File: config.mk
export PLATFORM = sky130hd
export DESIGN_NAME = seg_scan_capture
export DESIGN_NICKNAME = d
export VERILOG_FILES = /design/src/rtl/seg_pkg.sv /design/src/rtl/seg7_decode.sv /design/src/rtl/seg_scan_capture.sv
export SDC_FILE = /design/constraint.sdc
export NUM_CORES = 1
export LEC_CHECK = 0
export ABC_CLOCK_PERIOD_IN_PS = 5550
export CAP_MARGIN = 20
export CORE_AREA = 2 2 95 120
export DETAILED_ROUTE_END_ITERATION = 7
export DIE_AREA = 0 0 97 122
export PLACE_DENSITY_LB_ADDON = 0.1
export SLEW_MARGIN = 25
export SYNTH_ARGS = -nofsm -noshare
export SYNTH_HDL_FRONTEND = slang
export SYNTH_SLANG_ARGS = --single-unit
File: constraint.sdc
create_clock -name clk_200 -period 5.55 [get_ports clk_200]
set_input_delay 0.555 -clock clk_200 [delete_from_list [all_inputs] [get_ports clk_200]]
set_output_delay 0.555 -clock clk_200 [all_outputs]
set_load 0.02 [all_outputs]
File: src/rtl/seg_pkg.sv
// Shared seven-segment encoding for the display multiplexer and the scan capture monitor.
// Patterns are active-low {g,f,e,d,c,b,a}.
package seg_pkg;

  localparam int NUM_ANODES = 4;

  localparam logic [3:0] CODE_BLANK   = 4'hA;
  localparam logic [3:0] CODE_INVALID = 4'hE;

  localparam logic [6:0] SEG_0     = 7'h40;
  localparam logic [6:0] SEG_1     = 7'h79;
  localparam logic [6:0] SEG_2     = 7'h24;
  localparam logic [6:0] SEG_3     = 7'h30;
  localparam logic [6:0] SEG_4     = 7'h19;
  localparam logic [6:0] SEG_5     = 7'h12;
  localparam logic [6:0] SEG_6     = 7'h02;
  localparam logic [6:0] SEG_7     = 7'h78;
  localparam logic [6:0] SEG_8     = 7'h00;
  localparam logic [6:0] SEG_9     = 7'h10;
  localparam logic [6:0] SEG_BLANK = 7'h7F;

  typedef enum logic [1:0] {
    ANODE_IDLE  = 2'd0,
    ANODE_VALID = 2'd1,
    ANODE_MULTI = 2'd2
  } anode_class_t;

  // Encoder used by the multiplexer; any non-digit code drives a blank digit.
  function automatic logic [6:0] seg_encode(input logic [3:0] code);
    logic [6:0] p;
    case (code)
      4'd0:    p = SEG_0;
      4'd1:    p = SEG_1;
      4'd2:    p = SEG_2;
      4'd3:    p = SEG_3;
      4'd4:    p = SEG_4;
      4'd5:    p = SEG_5;
      4'd6:    p = SEG_6;
      4'd7:    p = SEG_7;
      4'd8:    p = SEG_8;
      4'd9:    p = SEG_9;
      default: p = SEG_BLANK;
    endcase
    return p;
  endfunction

endpackage

File: src/rtl/seg7_decode.sv
// Combinational seven-segment pattern to BCD decode; unknown patterns map to CODE_INVALID.
module seg7_decode
  import seg_pkg::*;
(
  input  logic [6:0] seg,
  output logic [3:0] code,
  output logic       invalid
);

  always_comb begin
    invalid = 1'b0;
    case (seg)
      SEG_0:     code = 4'd0;
      SEG_1:     code = 4'd1;
      SEG_2:     code = 4'd2;
      SEG_3:     code = 4'd3;
      SEG_4:     code = 4'd4;
      SEG_5:     code = 4'd5;
      SEG_6:     code = 4'd6;
      SEG_7:     code = 4'd7;
      SEG_8:     code = 4'd8;
      SEG_9:     code = 4'd9;
      SEG_BLANK: code = CODE_BLANK;
      default: begin
        code    = CODE_INVALID;
        invalid = 1'b1;
      end
    endcase
  end

endmodule

File: src/rtl/seg_scan_capture.sv
// Read-back monitor for the multiplexed seven-segment drive: rebuilds the four displayed
// digits, publishes complete frames, and flags illegal patterns, anode overlap and scan stall.
module seg_scan_capture
  import seg_pkg::*;
#(
  parameter int STALL_CYCLES = 16
) (
  input  logic                  clk_200,
  input  logic                  rst,
  input  logic                  clear,
  input  logic [NUM_ANODES-1:0] anode_active,
  input  logic [7:0]            segments,
  output logic [15:0]           digits,
  output logic [3:0]            dps,
  output logic                  frame_valid,
  output logic                  frame_changed,
  output logic                  invalid_seen,
  output logic                  anode_err,
  output logic                  stall
);

  localparam int CW = $clog2(STALL_CYCLES + 1);
  localparam logic [CW-1:0] STALL_MAX = CW'(STALL_CYCLES);

  logic [3:0]            dec_code;
  logic                  dec_invalid;
  logic [2:0]            zero_cnt;
  anode_class_t          anode_class;
  logic [NUM_ANODES-1:0] slot_sel;
  logic                  entry;
  logic                  publish;
  logic [NUM_ANODES-1:0] seen;
  logic [NUM_ANODES-1:0] seen_next;
  logic [NUM_ANODES-1:0] prev_anode;
  logic [15:0]           work_digits;
  logic [3:0]            work_dps;
  logic [15:0]           merged_digits;
  logic [3:0]            merged_dps;
  logic [CW-1:0]         stall_cnt;

  seg7_decode u_decode (
    .seg     (segments[6:0]),
    .code    (dec_code),
    .invalid (dec_invalid)
  );

  always_comb begin
    zero_cnt = 3'd0;
    for (int i = 0; i < NUM_ANODES; i++) begin
      zero_cnt = zero_cnt + {2'b00, ~anode_active[i]};
    end
    if (zero_cnt == 3'd0)      anode_class = ANODE_IDLE;
    else if (zero_cnt == 3'd1) anode_class = ANODE_VALID;
    else                       anode_class = ANODE_MULTI;
  end

  // A valid anode captures every cycle; only a change of anode counts as an entry.
  always_comb begin
    slot_sel  = (anode_class == ANODE_VALID) ? ~anode_active : '0;
    entry     = (anode_class == ANODE_VALID) && (anode_active != prev_anode);
    seen_next = seen | slot_sel;
    publish   = entry && (seen_next == 4'hF);
  end

  always_comb begin
    merged_digits = work_digits;
    merged_dps    = work_dps;
    for (int i = 0; i < NUM_ANODES; i++) begin
      if (slot_sel[i]) begin
        merged_digits[i*4 +: 4] = dec_code;
        merged_dps[i]           = ~segments[7];
      end
    end
  end

  always_ff @(posedge clk_200 or posedge rst) begin
    if (rst) begin
      digits        <= {4{CODE_BLANK}};
      dps           <= 4'h0;
      frame_valid   <= 1'b0;
      frame_changed <= 1'b0;
      seen          <= '0;
      prev_anode    <= 4'hF;
      work_digits   <= {4{CODE_BLANK}};
      work_dps      <= 4'h0;
    end else begin
      frame_valid   <= 1'b0;
      frame_changed <= 1'b0;
      work_digits   <= merged_digits;
      work_dps      <= merged_dps;
      if (entry) begin
        prev_anode <= anode_active;
        if (publish) begin
          digits        <= merged_digits;
          dps           <= merged_dps;
          frame_valid   <= 1'b1;
          frame_changed <= (merged_digits != digits) || (merged_dps != dps);
          seen          <= '0;
        end else begin
          seen <= seen_next;
        end
      end
    end
  end

  // Sticky flags: a new error in the same cycle as clear keeps the flag set.
  always_ff @(posedge clk_200 or posedge rst) begin
    if (rst) begin
      invalid_seen <= 1'b0;
      anode_err    <= 1'b0;
    end else begin
      if ((anode_class == ANODE_VALID) && dec_invalid) invalid_seen <= 1'b1;
      else if (clear)                                   invalid_seen <= 1'b0;
      if (anode_class == ANODE_MULTI) anode_err <= 1'b1;
      else if (clear)                 anode_err <= 1'b0;
    end
  end

  always_ff @(posedge clk_200 or posedge rst) begin
    if (rst) begin
      stall_cnt <= '0;
    end else if (entry || clear) begin
      stall_cnt <= '0;
    end else if (stall_cnt != STALL_MAX) begin
      stall_cnt <= stall_cnt + 1'b1;
    end
  end

  assign stall = (stall_cnt == STALL_MAX);

endmodule
==> summary.md, run 1 <==
| Metric | Value |
|---|---|
| Status | completed |
| Largest net degree at the start of global routing | 58 |
| GRT busiest layer | met2 |
| Cell leakage power | 1.593 nW |
| Total power | 2.048 mW |
| Crit end category | flip-flop |
| Setup violators final | 0 |
| Crit Path Class | in2reg |
| Pre-Repair DR Iteration Count | 4 |
| First-pass GRT wire length | 13950 um |
| Non-Filler Instances | 499 |
| Final Instance Area | 3951 um2 |
| R2R depth | 7 |
| Number of global-route vias before repair | 2593 |
| Syn avg cell area | 9.821 um2 |
| Root Driver | clkbuf_16 |
| WHS Endpoint | prev_anode[3]$_DFFE_PP1P_ |
| Synth Area in XOR/XNOR | 0.07268 |
| Pins over their slew limit | 0 |
| Synth unique cells | 60 |
| Placed Area | 3687 um2 |
| Area contributors post-synth | dfrtp_1 (30%), dfstp_2 (17%), mux2_2 (5.4%) |
| EDFF count, synth | 0 |
| Top cell type's share of synthesized area | 0.2955 |
| Relative slew margins | 0.4387 |
| Post-route setup slack | 1147 ps |
| 1st-iter DRT viols | 117 |
| Post-CTS setup buffers | 0 |
| Post-Syn Area | 3133 um2 |
| Antenna violations before repair | 0 |
| Worst reg2reg path endpoint | frame_changed$_DFF_PP0_ |
| Power Dens Cells | 518.3 nW/um2 |
| H-tree levels | 3 |
| Adder-cell share of the synthesized area | 0.02236 |
| Grt ovf | 0 |
| Reg-to-reg critical path startpoint | digits[13]$_DFFE_PP1P_ |
| Crit Path Max Fanout | 13 |
| Post-synthesis compound-gate area fraction | 0.1689 |
| Total vias in the final route | 2541 |
| Async S/R FF share, synth | 1.000 |
| Clk_lat worst skew | 330 ps |
| # rows | 43 |
| Ant diodes | 0 |
| Unrepaired setup endpoints after global routing | false |
| Syn Inst Count | 319 |
| Min-delay worst type | reg2reg |
| Area Overhead vs Synth | 26.12% |
| GR Util met3 | 0.03385 |
| DIE AREA | 11830 um2 |
| Simple-gate share of the synthesized area | 0.1665 |
| CTS Sinks | 57 |
| Most common cell in the netlist | dfrtp_1 |
| Core ar. | 10810 um2 |
| Post-CTS sizing | 0 |
| Die Y-Extent | 122 um |
| Reg clk slew, reported paths | 50 ps |
| Worst Path Arrival | 4620 ps |
| Required time of the critical path | 5760 ps |
| Hold path cells | 2 |
| #FFs+latches synth | 57 |
| Crit-path max cell delay | 630 ps |
| Critical Path, Cell by Cell | clkdlybuf4s50_1, fa_1, inv_1, ha_1, ha_1, or3b_2, nor2_1, nor2_1, or3b_1, nand4b_1, or4_1, o31a_1 |
| Clk buf depth | 2 |
| Largest family of logic cells by synthesized area | compound AO/OA/AOI/OAI gates |
| Starting Density | 0.2897 |
| HP Start | prev_anode[3]$_DFFE_PP1P_ |
| Maximum resistive drop on vdd | 156.5 uV |
| Yosys top cell by area | dfrtp_1 |
| Period utilization | 0.7934 |
| Ports | 40 |
| Pre-CTS setup slack | 819.1 ps |
| Post-DR vias/cell | 5.092 |
| Main synth FF type | dfrtp_1 |
| Final hold violations | 0 |
| Max Cap Viol | 0 |
| Setup crit start kind | input port |
| Antenna Violating Nets Remaining | 0 |
| Seq/Total Area, Yosys | 0.4633 |
| Met2 usage | 0.2661 |
| Worst slew pin tran | 830.6 ps |
| GRT Util Overall | 0.1536 |
| GP Congestion | 0.8616 |
| Per-cell routed wire length | 17.51 um |
| Yosys warnings | 0 |
| Max Freq | 227.1 MHz |
| # hold bufs at CTS | 0 |
| Clock skew | 5.718 ps |
| I/O Buffers | 39 |
| Worst path slowest cell | or3b_2 |
| Die Wd | 97 um |
| Post-route setup TNS | 0 ps |
| Clock tree from TritonCTS | yes |
| Commonest cells post-synth | dfrtp_1 (37), nand2_1 (31), o21ai_0 (28) |
| DP HPWL | 6340 um |
| Synthesized Nets | 339 |
| Mux contribution to synthesized area | 0.06350 |
| Post-Place Cells | 484 |
| Final Critical Period | 4403 ps |
| Layout Nets | 380 |
| Total CTS buffers | 9 |
| Layout cells sized above 1 | 0.1786 |
| DRC | 0 |
| Grt met1 use | 0.1836 |
| DRT Wirelength | 8739 um |
| R2R setup slack | 2900 ps |
## critical path, delay by kind of cell
family / cells / cell delay, ps
adder cells (fa/ha/maj): 3 / 1070
AND/OR/NAND/NOR: 6 / 2100
AO/OA/AOI/OAI: 1 / 290
buffers and inverters: 2 / 590
## per-stage QoR
step / hold slack (ps) / utilization
floorplan: 446.1 / -
global placement: 460.3 / 0.3410
detailed placement: 464.9 / 0.3410
CTS: 471.7 / 0.3654
global route: 502.6 / 0.3654
finish: 467.8 / 0.3654
## worst max path at each step
stage	start	end	cells past startpoint
after floorplan	anode_active[0]	frame_changed$_DFF_PP0_	11
after global placement	anode_active[0]	frame_changed$_DFF_PP0_	12
after detailed placement	anode_active[0]	frame_changed$_DFF_PP0_	12
after CTS	anode_active[0]	frame_changed$_DFF_PP0_	12
after global routing	anode_active[0]	frame_changed$_DFF_PP0_	12
final	anode_active[1]	frame_changed$_DFF_PP0_	12
## layout make-up
type	instances	area, um2
multi-input combinational	227	1553
inverter	19	71.32
timing repair buffer	46	442.9
clock buffer	12	246.5
fill	1104	6863
clock inverter	3	17.52
tap	135	168.9
sequential	57	1451
## placed cells by master (no fill, tap or decap), types with 4 or more instances in the layout
master and instances:
nor3_1 6, inv_1 18, nand2_1 31, clkbuf_16 9, o22ai_1 7, mux2_2 15, clkdlybuf4s50_1 39, nand3_1 6
dfstp_2 20, buf_4 7, xnor2_1 17, dfrtp_1 37, ha_1 4, nor2_1 23, o21ai_0 28, xor2_1 9
a21oi_1 8
## state kept, by name (all words and copies together), names as in the netlist, 4 cells and up
signal       count
work_dps         4
stall_cnt        5
work_digits     16
prev_anode       4
seen             4
dps              4
digits          16
## report_power, final
group / switching, mW / internal (mW) / leakage [nW]
clock network: 0.179 / 0.309 / 0.128
logic: 0.398 / 0.376 / 0.789
registers: 0.157 / 0.629 / 0.676
total: 0.734 / 1.31 / 1.59
## routing by layer
metal / up-vias / wire, um
met5: - / 0
met4: 0 / 187
met3: 12 / 295
met2: 53 / 4386
met1: 1244 / 3869
li1: 1232 / -
## kinds of logic (layout without fill, tap and decap cells)
kind of cell	Yosys count	in the layout
AOI/OAI and AO/OA	79	79
and+or+nand+nor	99	99
DFF	57	57
buffers and inverters	35	80
xor gates and xnor gates	26	26
adders and majority gates	5	5
muxes	18	18
(Power assumes the default switching activity.)
==> run 2: changes to the inputs <==
--- a/config.mk
+++ b/config.mk
@@ -5,7 +5,7 @@
 export SDC_FILE = /design/constraint.sdc
 export NUM_CORES = 1
 export LEC_CHECK = 0
-export ABC_CLOCK_PERIOD_IN_PS = 5550
+export ABC_CLOCK_PERIOD_IN_PS = 3750
 export CAP_MARGIN = 20
 export CORE_AREA = 2 2 95 120
 export DETAILED_ROUTE_END_ITERATION = 7
==> constraint.sdc (replaced) <==
create_clock -name clk_200 -period 3.75 [get_ports clk_200]
set_input_delay 0.375 -clock clk_200 [delete_from_list [all_inputs] [get_ports clk_200]]
set_output_delay 0.375 -clock clk_200 [all_outputs]
set_load 0.02 [all_outputs]
==> run 2 against run 1 <==
Against the previous run: register-to-register slack lost 1900 ps; first-iteration DRC count increased by 30%; sequential power grew 48%; final cell count increased by 5.8%; sequential share of layout area is 2.4 points lower; critical path type unchanged; critical endpoint unchanged; highest routed layer unchanged.
==> summary.md, run 2 (synthesis gave the netlist of run 1 again) <==
| Metric | Value |
|---|---|
| Worst reg2reg path endpoint | frame_changed$_DFF_PP0_ |
| Worst setup path startpoint | anode_active[0] |
| Total vias in the final route | 2637 |
| DP HPWL | 6796 um |
| Met3 WL | 385 um |
| DRC | 0 |
| Crit Path Max Fanout | 4 |
| Max Freq | 290.7 MHz |
| Die Wd | 97 um |
| Ports | 40 |
| # fillers | 1083 |
| Core ar. | 10810 um2 |
| Root Driver | clkbuf_16 |
| Die Y-Extent | 122 um |
| Placed Area | 3897 um2 |
| GP Congestion | 0.8664 |
| Largest regs | digits: 16 flops, work_digits: 16 flops, stall_cnt: 5 flops |
| Largest net degree at the start of global routing | 58 |
| Grt ovf | 0 |
| Setup crit start kind | input port |
| Starting Density | 0.2897 |
| Required time of the critical path | 3970 ps |
| Most frequent cells in the layout | dfrtp_1 (37), clkdlybuf4s50_1 (36), buf_4 (35) |
| Commonest non-fill, non-tap cell in the layout | dfrtp_1 |
| DIE AREA | 11830 um2 |
| R2R depth | 7 |
| Post-Place Cells | 512 |
| # hold bufs at CTS | 0 |
| Antenna Violating Nets Remaining | 0 |
| Layout Nets | 408 |
| Non-Filler Instances | 528 |
| Cell leakage power | 1.773 nW |
| Uppermost layer routed | met4 |
| First-pass GRT wire length | 14810 um |
| HP Start | anode_active[3] |
| Area Overhead vs Synth | 34.82% |
| CTS Sinks | 57 |
| Period utilization | 0.9174 |
| 1st-iter DRT viols | 152 |
| DRT Wirelength | 9146 um |
| Max Cap Viol | 0 |
| Worst setup endpoint | frame_changed$_DFF_PP0_ |
| Crit Path Class | in2reg |
| Post-CTS setup buffers | 0 |
| Number of global-route vias before repair | 2703 |
| Clock skew | 8.066 ps |
| Worst slew pin tran | 787.0 ps |
| Met1 WL | 3960 um |
| Reg clk slew, reported paths | 50 ps |
| Clk buf depth | 2 |
| Clk_lat worst skew | 340 ps |
| Ant diodes | 0 |
| Final Critical Period | 3440 ps |
| R2R setup slack | 1040 ps |
| Post-CTS sizing | 4 |
| Crit end category | flip-flop |
| Clock tree from TritonCTS | yes |
| I/O Buffers | 39 |
| Per-cell routed wire length | 17.32 um |
| Power Dens Cells | 758.0 nW/um2 |
| Total power | 3.202 mW |
| Post-DR vias/cell | 4.994 |
| Metal2 WL | 4552 um |
| Final hold violations | 0 |
| Maximum resistive drop on vdd | 185.7 uV |
| Antenna violations before repair | 0 |
| Register area | 1451 um2 |
| Multi-input logic area | 1585 um2 |
| Layout cells sized above 1 | 0.2545 |
| Setup violators final | 0 |
| Pins over their slew limit | 0 |
| Pre-Repair DR Iteration Count | 4 |
| GRT Util Overall | 0.1638 |
| Min-delay worst type | in2reg |
| Total CTS buffers | 9 |
| Unrepaired setup endpoints after global routing | false |
| Relative slew margins | 0.4681 |
| H-tree levels | 3 |
| Reg-to-reg critical path startpoint | digits[3]$_DFFE_PP1P_ |
| Worst Path Arrival | 3660 ps |
| Final Instance Area | 4224 um2 |
| Status | completed |
| # rows | 43 |
==> run 2: changes by cell type in the layout (fill, tap and decap cells not counted), sizes merged <==
cell           delta
buf              +28
clkdlybuf4s50     -3
dlymetal6s2s      +3
clkbuf            +2
clkinv            -1
==> run 2: stage by stage <==
stage               worst slack (ps)  hold WS, ps    util  setup TNS [ps]
floorplan                      63.91        446.1       -               0
global placement              -424.5        456.4  0.3604           -1920
detailed placement            -422.4        459.5  0.3604           -2048
CTS                            3.395        467.2  0.3891               0
global route                   189.7        481.9  0.3906               0
finish                         309.6        458.5  0.3906               0
==> run 2: critical path: stages <==
cell and delay (ps):
dlymetal6s2s_1 150, fa_1 540, inv_1 50, ha_1 200, ha_4 230, or4b_4 540
a221oi_2 240, or3b_1 370, nand4b_1 180, or4_1 510, o31a_1 280
==> run 2: how the worst min path moves through the flow <==
stage | to | slack, ps | cells past startpoint
6_report | prev_anode[3]$_DFFE_PP1P_ | 460 | 4
5_1_grt | prev_anode[3]$_DFFE_PP1P_ | 480 | 2
4_1_cts | prev_anode[3]$_DFFE_PP1P_ | 470 | 2
3_5_place_dp | prev_anode[3]$_DFFE_PP1P_ | 460 | 2
3_3_place_gp | prev_anode[3]$_DFFE_PP1P_ | 460 | 2
2_1_floorplan | prev_anode[3]$_DFFE_PP1P_ | 450 | 2
==> run 2: power breakdown <==
group	total, mW	leakage [nW]	internal, mW	switching [mW]
sequential	1.16	0.676	0.930	0.231
combinational	1.26	0.959	0.636	0.629
clock	0.776	0.139	0.499	0.276
total	3.20	1.77	2.07	1.14
==> run 2: layout make-up <==
cell class	count	area share
Multi-Input combinational cell	227	0.3753
Sequential cell	57	0.3436
Timing Repair Buffer	74	0.1564
Clock buffer	14	0.06487
Tap cell	135	0.03999
Inverter	19	0.01688
Clock inverter	2	0.002962
==> run 2: per-layer routing <==
metal  track usage  up-vias
met4       0.08099        0
met3       0.03500       20
met1        0.1952     1273
met2        0.2808       61
li1              -     1283
met5             0        -
